<file path="src/rtl/soc_obi_apb_bridge.sv">
// OBI subordinate to APB manager bridge; each wide OBI transfer becomes one APB
// transfer per enabled narrow slice. Optional ACCESS timeout: SOC_OBI_APB_TIMEOUT_EN.
module soc_obi_apb_bridge #(
  parameter int ObiAddrWidth  = 48,
  parameter int ObiDataWidth  = 64,
  parameter int ObiIdWidth    = 4,
  parameter int ApbAddrWidth  = 32,
  parameter int ApbDataWidth  = 32,
  parameter int TimeoutCycles = 256
) (
  input  logic                      clk_i,
  input  logic                      rst_i,
  input  logic                      obi_req_i,
  output logic                      obi_gnt_o,
  input  logic [ObiAddrWidth-1:0]   obi_addr_i,
  input  logic                      obi_we_i,
  input  logic [ObiDataWidth/8-1:0] obi_be_i,
  input  logic [ObiDataWidth-1:0]   obi_wdata_i,
  input  logic [ObiIdWidth-1:0]     obi_aid_i,
  output logic                      obi_rvalid_o,
  output logic [ObiDataWidth-1:0]   obi_rdata_o,
  output logic [ObiIdWidth-1:0]     obi_rid_o,
  output logic                      obi_err_o,
  output logic [ApbAddrWidth-1:0]   apb_paddr_o,
  output logic [2:0]                apb_pprot_o,
  output logic                      apb_psel_o,
  output logic                      apb_penable_o,
  output logic                      apb_pwrite_o,
  output logic [ApbDataWidth-1:0]   apb_pwdata_o,
  output logic [ApbDataWidth/8-1:0] apb_pstrb_o,
  input  logic                      apb_pready_i,
  input  logic [ApbDataWidth-1:0]   apb_prdata_i,
  input  logic                      apb_pslverr_i
);

  localparam int R   = ObiDataWidth / ApbDataWidth;
  localparam int SB  = ApbDataWidth / 8;
  localparam int OB  = ObiDataWidth / 8;
  localparam int KW  = (R > 1) ? $clog2(R) : 1;

  typedef enum logic [1:0] {
    IDLE,
    SETUP,
    ACCESS,
    RESP
  } state_t;

  state_t state_q, state_d;

  logic [ApbAddrWidth-1:0]   addr_q;
  logic                      we_q;
  logic [OB-1:0]             be_q;
  logic [ObiDataWidth-1:0]   wdata_q;
  logic [ObiIdWidth-1:0]     aid_q;
  logic [ObiDataWidth-1:0]   rdata_q;
  logic                      err_q;
  logic [KW-1:0]             k_q;

  logic          hs;
  logic          addr_err;
  logic          no_access;
  logic [KW-1:0] first_k;
  logic [KW-1:0] next_k;
  logic          next_ok;
  logic          tmo_hit;
  logic [ApbAddrWidth-1:0] base;

  assign obi_gnt_o = (state_q == IDLE);
  assign hs        = obi_req_i & obi_gnt_o;

  generate
    if (ObiAddrWidth > ApbAddrWidth) begin : g_hi
      assign addr_err = |obi_addr_i[ObiAddrWidth-1:ApbAddrWidth];
    end else begin : g_nohi
      assign addr_err = 1'b0;
    end
  endgenerate

  assign no_access = addr_err | (obi_be_i == '0);

  // Descending scans so the lowest qualifying beat wins.
  always_comb begin
    first_k = '0;
    for (int j = R - 1; j >= 0; j--) begin
      if (|obi_be_i[j*SB +: SB]) first_k = KW'(j);
    end
  end

  always_comb begin
    next_ok = 1'b0;
    next_k  = '0;
    for (int j = R - 1; j >= 0; j--) begin
      if (j > int'(k_q) && (|be_q[j*SB +: SB])) begin
        next_ok = 1'b1;
        next_k  = KW'(j);
      end
    end
  end

`ifdef SOC_OBI_APB_TIMEOUT_EN
  localparam int TW = $clog2(TimeoutCycles + 1);
  logic [TW-1:0] tmo_q;

  assign tmo_hit = (state_q == ACCESS) && !apb_pready_i &&
                   (tmo_q == TW'(TimeoutCycles - 1));

  always_ff @(posedge clk_i or posedge rst_i) begin
    if (rst_i) begin
      tmo_q <= '0;
    end else if (state_q == SETUP) begin
      tmo_q <= '0;
    end else if (state_q == ACCESS && !apb_pready_i) begin
      tmo_q <= tmo_q + TW'(1);
    end
  end
`else
  logic unused_tmo;
  assign unused_tmo = (TimeoutCycles == 0);
  assign tmo_hit    = 1'b0;
`endif

  always_comb begin
    state_d = state_q;
    unique case (state_q)
      IDLE: begin
        if (hs) state_d = no_access ? RESP : SETUP;
      end
      SETUP: state_d = ACCESS;
      ACCESS: begin
        if (apb_pready_i) begin
          state_d = (apb_pslverr_i || !next_ok) ? RESP : SETUP;
        end else if (tmo_hit) begin
          state_d = RESP;
        end
      end
      RESP:    state_d = IDLE;
      default: state_d = IDLE;
    endcase
  end

  always_ff @(posedge clk_i or posedge rst_i) begin
    if (rst_i) begin
      state_q <= IDLE;
      addr_q  <= '0;
      we_q    <= 1'b0;
      be_q    <= '0;
      wdata_q <= '0;
      aid_q   <= '0;
      rdata_q <= '0;
      err_q   <= 1'b0;
      k_q     <= '0;
    end else begin
      state_q <= state_d;
      if (hs) begin
        addr_q  <= obi_addr_i[ApbAddrWidth-1:0];
        we_q    <= obi_we_i;
        be_q    <= obi_be_i;
        wdata_q <= obi_wdata_i;
        aid_q   <= obi_aid_i;
        rdata_q <= '0;
        err_q   <= addr_err;
        k_q     <= first_k;
      end
      if (state_q == ACCESS && apb_pready_i) begin
        if (!we_q) begin
          rdata_q[int'(k_q)*ApbDataWidth +: ApbDataWidth] <= apb_prdata_i;
        end
        if (apb_pslverr_i) begin
          err_q <= 1'b1;
        end else if (next_ok) begin
          k_q <= next_k;
        end
      end
      if (tmo_hit) err_q <= 1'b1;
    end
  end

  // Beat address is the OBI-aligned base plus the slice offset.
  assign base = addr_q & ~ApbAddrWidth'(OB - 1);

  assign apb_psel_o    = (state_q == SETUP) || (state_q == ACCESS);
  assign apb_penable_o = (state_q == ACCESS);
  assign apb_pprot_o   = 3'b000;
  assign apb_pwrite_o  = we_q;
  assign apb_paddr_o   = base + ApbAddrWidth'(int'(k_q) * SB);
  assign apb_pwdata_o  = wdata_q[int'(k_q)*ApbDataWidth +: ApbDataWidth];
  assign apb_pstrb_o   = we_q ? be_q[int'(k_q)*SB +: SB] : '0;

  assign obi_rvalid_o = (state_q == RESP);
  assign obi_rdata_o  = rdata_q;
  assign obi_rid_o    = aid_q;
  assign obi_err_o    = err_q;

endmodule
</file>
<file path="config.mk">
export PLATFORM = sky130hd
export DESIGN_NAME = soc_obi_apb_bridge
export DESIGN_NICKNAME = d
export VERILOG_FILES = /design/src/rtl/soc_obi_apb_bridge.sv
export SDC_FILE = /design/constraint.sdc
export NUM_CORES = 1
export LEC_CHECK = 0
export CAP_MARGIN = 20
export CORE_AREA = 2 2 160 162
export CTS_BUF_LIST = sky130_fd_sc_hd__clkbuf_4 sky130_fd_sc_hd__clkbuf_8
export CTS_CLUSTER_DIAMETER = 150
export DETAILED_ROUTE_END_ITERATION = 6
export DIE_AREA = 0 0 162 164
export PLACE_DENSITY = 0.69
export SYNTH_ARGS = -nofsm -noshare
export SYNTH_HDL_FRONTEND = slang
export SYNTH_SLANG_ARGS = --single-unit
</file>
<file path="constraint.sdc">
create_clock -name clk_i -period 13.28 [get_ports clk_i]
set_input_delay 2.656 -clock clk_i [delete_from_list [all_inputs] [get_ports clk_i]]
set_output_delay 2.656 -clock clk_i [all_outputs]
set_load 0.02 [all_outputs]
</file>
Yosys cells after proc, flatten, opt, wreduce, memory -nomap -nowiden --
Index checks and enable logic that the tools add are counted.
Storage, ports and cells: bits in registers 177, output and inout bits 145, logic and storage cells 55
Operators by class: $add $sub $neg 2, order comparisons 1, eq/ne operators 5, shift operators 4, mux-type cells 20, bitwise operators 2, reductions and logical operators 12
Operator list (number):
- two-way mux 64 bit | 3
- bitwise mux 64 bit | 1
- variable shift 32 x 33 -> 64 bit (first input constant) | 1
- indexed part select 32 x 33 -> 64 bit | 1
- indexed part select 64 x 7 -> 32 bit | 1
- negation 6 -> 33 bit | 1
- adder 32 x 3 -> 32 bit | 1
- OR reduction 16 bit | 1
- OR reduction 4 bit | 3
- two-way mux 1 bit | 10
- zero test 8 bit | 1
- two-way mux 2 bit | 4
- one-hot mux 2 bit (4 select lines) | 1
- indexed part select 8 x 4 -> 4 bit | 1
- == test 2 bit (second input constant) | 2
- two-way mux 4 bit | 1
- inequality test 2 x 1 -> 1 bit (second input constant) | 2
- == test 2 x 1 -> 1 bit (second input constant) | 1
- logical AND 1 bit | 2
- zero test 2 bit | 1
- logical OR 1 bit | 2
- AND reduction 2 bit | 1
- bitwise AND 1 bit | 1
- greater-than comparator 1 bit (first input constant) | 1
- 2 further kinds | 2

Logic depth before layout (Yosys ltp) --
word-level depth 8, mapped depth 7, gate-level depth less buffers 6

Worst setup path after synthesis --
No wires, ideal clock.
kind reg-to-output, start register k_q, end output port apb_pwdata_o[11], data arrival time 1.290 ns, data required time 10.624 ns, setup slack 9.334 ns, cell stages (with the launch flop) 4, buffers on the path 2, path through dfrtp_1 > buf_2 > buf_2 > mux2_2
Between the ends: longest elaborated chain between the ends 1
Ends and longest elaborated chain:
- start: declaration | line 57 | logic [KW-1:0] k_q;
- start signal: assignment | line 162 | k_q <= first_k;
- start signal: assignment | line 171 | k_q <= next_k;
- indexed part select 64 x 7 -> 32 bit | line 186 | assign apb_pwdata_o = wdata_q[int'(k_q)*ApbDataWidth +: ApbDataWidth];
- end: declaration | line 29 | output logic [ApbDataWidth-1:0] apb_pwdata_o,
No other way between the ends.

Final worst setup path --
start register k_q, end output port apb_pwdata_o[26]
Same word-level chain as after synthesis.

==> out/qor.txt <==
RSZ-0062 raised after global routing -> no
Overflow after GRT -> 0
Dominant cell type by area after synthesis -> dfrtp_1
Port-buffer cells -> 298
Fin cells -> 1218
F_max -> 197.1 MHz
Adder-Cell Fraction of Synth Area -> 0.6843%
Worst Path Buf+Inv -> 2
Compound-Gate Fraction of Synth Area -> 5.321%
DR iter-0 viols -> 289
GRT Total Usage -> 14.60%
Switching power -> 977.9 uW
Most frequent cells in the layout -> 298 x clkdlybuf4s50_1, 173 x dfrtp_1, 138 x mux2_2, 130 x nand2_1, 65 x o21ai_0
Status -> complete, no violations
Final setup skew -> 0.01775 ns
Final number of setup-violating endpoints -> 0
Diode count -> 0
Htree depth -> 4
Final Util -> 43.98%
Sum Neg Setup Slack -> 0 ns
Final Critical Period -> 5.073 ns
Cell variety after synth -> 32
Largest net degree at the start of global routing -> 104
Layout Area Growth over Synthesis -> 49.26%
Max clock buf depth -> 2
Period utilization -> 38.20%
CP top delay family -> buffers and inverters
#FFs+latches synth -> 174
DR vias -> 5367
CP Depth -> 3
Peak supply drop -> 0.1158 mV
CP Class -> flop to primary output
Maximum cell stage delay along the critical path -> 0.60 ns
Sequential area share after synthesis -> 59.54%
Synth warn -> 0
Storage element area -> 4355 um2
Inserted Clock Buffers -> 17
Dominant cells by area after synthesis -> dfrtp_1 60%, mux2_2 21%, nand2_1 6.7%, o21ai_0 4.4%, buf_2 1.4%
Max Cap Viol -> 0
Overall die height -> 164 um
Initial core utilization -> 29.47%
Multiplexer share of the synthesized area -> 21.80%
Slew of the pin with the lowest slew margin -> 0.9687 ns
Die X -> 162 um
# nets final -> 1041
Hold_buf cts -> 0
Routed len/inst -> 15.65 um
Cell Area, Synth -> 7313 um2
Tot Pwr -> 2608 uW
Synth Area in Simple Gates -> 8.571%
Layout fillers -> 2328
R2R depth -> 5
Vias/cell -> 4.406
Flop pwr share -> 35.1%
Rows -> 58
Root Driver -> clkbuf_8
Clock Sinks -> 174
Die area -> 26570 um2
Global-route wire length before repair -> 30.30 mm
Drt total wl -> 19.06 mm
Gpl congestion -> 0.7520
Internal power -> 1630 uW
Top cell type's share of synthesized area -> 59.54%
Fraction of layout cells with a size suffix above 1 -> 20.61%
Cell breakdown of the critical path -> buf_4, mux2_2, clkdlybuf4s50_1
DRC Markers -> 0
Post-CTS Setup Inserts -> 0
Worst Setup Start Kind -> flop
Count of final hold-check violations -> 0
CTS resizes -> 0
TritonCTS clock tree -> yes
Pre-Repair DR Iteration Count -> 4
Largest family of logic cells by synthesized area -> multiplexers
Multi-input logic area -> 2686 um2
WHS Path Cells -> 1
Skew-Pair Late Insertion Delay -> 0.46 ns
Syn Inst Count -> 589
Worst Path Required -> 10.62 ns
Worst Setup End Kind -> primary output
Syn_area_per_cell -> 12.42 um2
Cell Pwr Density -> 238.9 nW/um2
Relative slew slack -> 35.42%
Core area -> 24820 um2
CP arrival -> 2.42 ns
Max Slew Vio Count -> 0
Clk pwr share -> 14.9%
Comb power frac -> 50.0%
Initial antenna violation count -> 0
Hpwl dp -> 13.39 mm
Final hold slack -> 0.5088 ns
Commonest non-fill, non-tap cell in the layout -> clkdlybuf4s50_1
Antenna Nets Post-Route -> 0
Crit-path slowest cell -> clkdlybuf4s50_1
Crit-path max FO -> 40
Switching Fraction -> 37.50%
Vias in the first global route -> 5592
Worst Hold Class -> flop to flop
Static Leak -> 0.004468 uW
Dpl cells -> 1186
Xor/xnor share of the synthesized area -> 0%
I/O pin count -> 307
Reg clk slew, reported paths -> 0.11 ns
==> layer usage <==
layer	routed length [um]	track usage, %	vias to the layer above
met1	8038	17.34	2573
met4	262	4.545	0
met3	2034	6.490	14
met2	8723	23.85	218
met5	0	0	-
li1	-	-	2562
==> synth_stat cells (all sizes together) <==
cell            n
mux2i           4
o41ai           1
a21oi           1
nor2            2
dlygate4sd1     1
nor2b           5
a32oi           1
nand2b          1
o32a            1
ha              4
nand3           1
clkbuf          7
nor4            6
buf            32
o22ai           1
o21ai          65
nor3b           1
a21boi          1
conb            1
a211oi          1
dlymetal6s2s    1
inv             4
nor3            1
dfrtp         174
o221ai          1
nand4           1
mux2          138
nand2         132
==> final timing paths <==
check / from / endpoint / slack [ns]
max in group asynchronous: rst_i / k_q / 8.92
min: wdata_q[39] / wdata_q[39] / 0.51
max reg2reg: state_q[1] / wdata_q[28] / 10.79
max: k_q / apb_pwdata_o[26] / 8.21
min reg2reg: wdata_q[39] / wdata_q[39] / 0.51
min in group asynchronous: rst_i / wdata_q[52] / 2.76
==> power groups by stage <==
stage               registers, uW  logic (uW)  clock network, uW
global route                  950        1400                432
global placement              917        1310                  0
detailed placement            929        1320                  0
finish                        914        1300                389
floorplan                    1070         575                  0
CTS                           918        1330                408
==> kinds of logic after synthesis <==
| kind of cell | Yosys count |
|---|---|
| AO/OA/AOI/OAI | 73 |
| adder cells (fa/ha/maj) | 4 |
| buffers and inverters | 45 |
| flip-flops | 174 |
| multiplexers | 142 |
| other | 1 |
| AND/OR/NAND/NOR | 150 |
==> registers in the layout (all words and copies together), names as in the netlist <==
name / cells
addr_q: 29
apb_pwrite_o: 1
be_q: 8
k_q: 1
obi_err_o: 1
obi_rdata_o: 64
obi_rid_o: 4
state_q: 2
wdata_q: 64
==> cell type report <==
cell class,instances,share of cell area (%)
sequential,174,39.90
timing repair buffer,304,27.74
multi-input combinational,374,24.61
tap,330,3.783
clock buffer,18,2.270
clock inverter,14,1.513
inverter,4,0.1834
==> stage by stage <==
stage | instance area, um2 | setup slack, ns
floorplan | 7328 | 5.907
global placement | 10500 | 8.318
detailed placement | 10500 | 8.293
CTS | 10920 | 8.114
global route | 10920 | 8.030
finish | 10920 | 8.207
(Power assumes the default switching activity.)
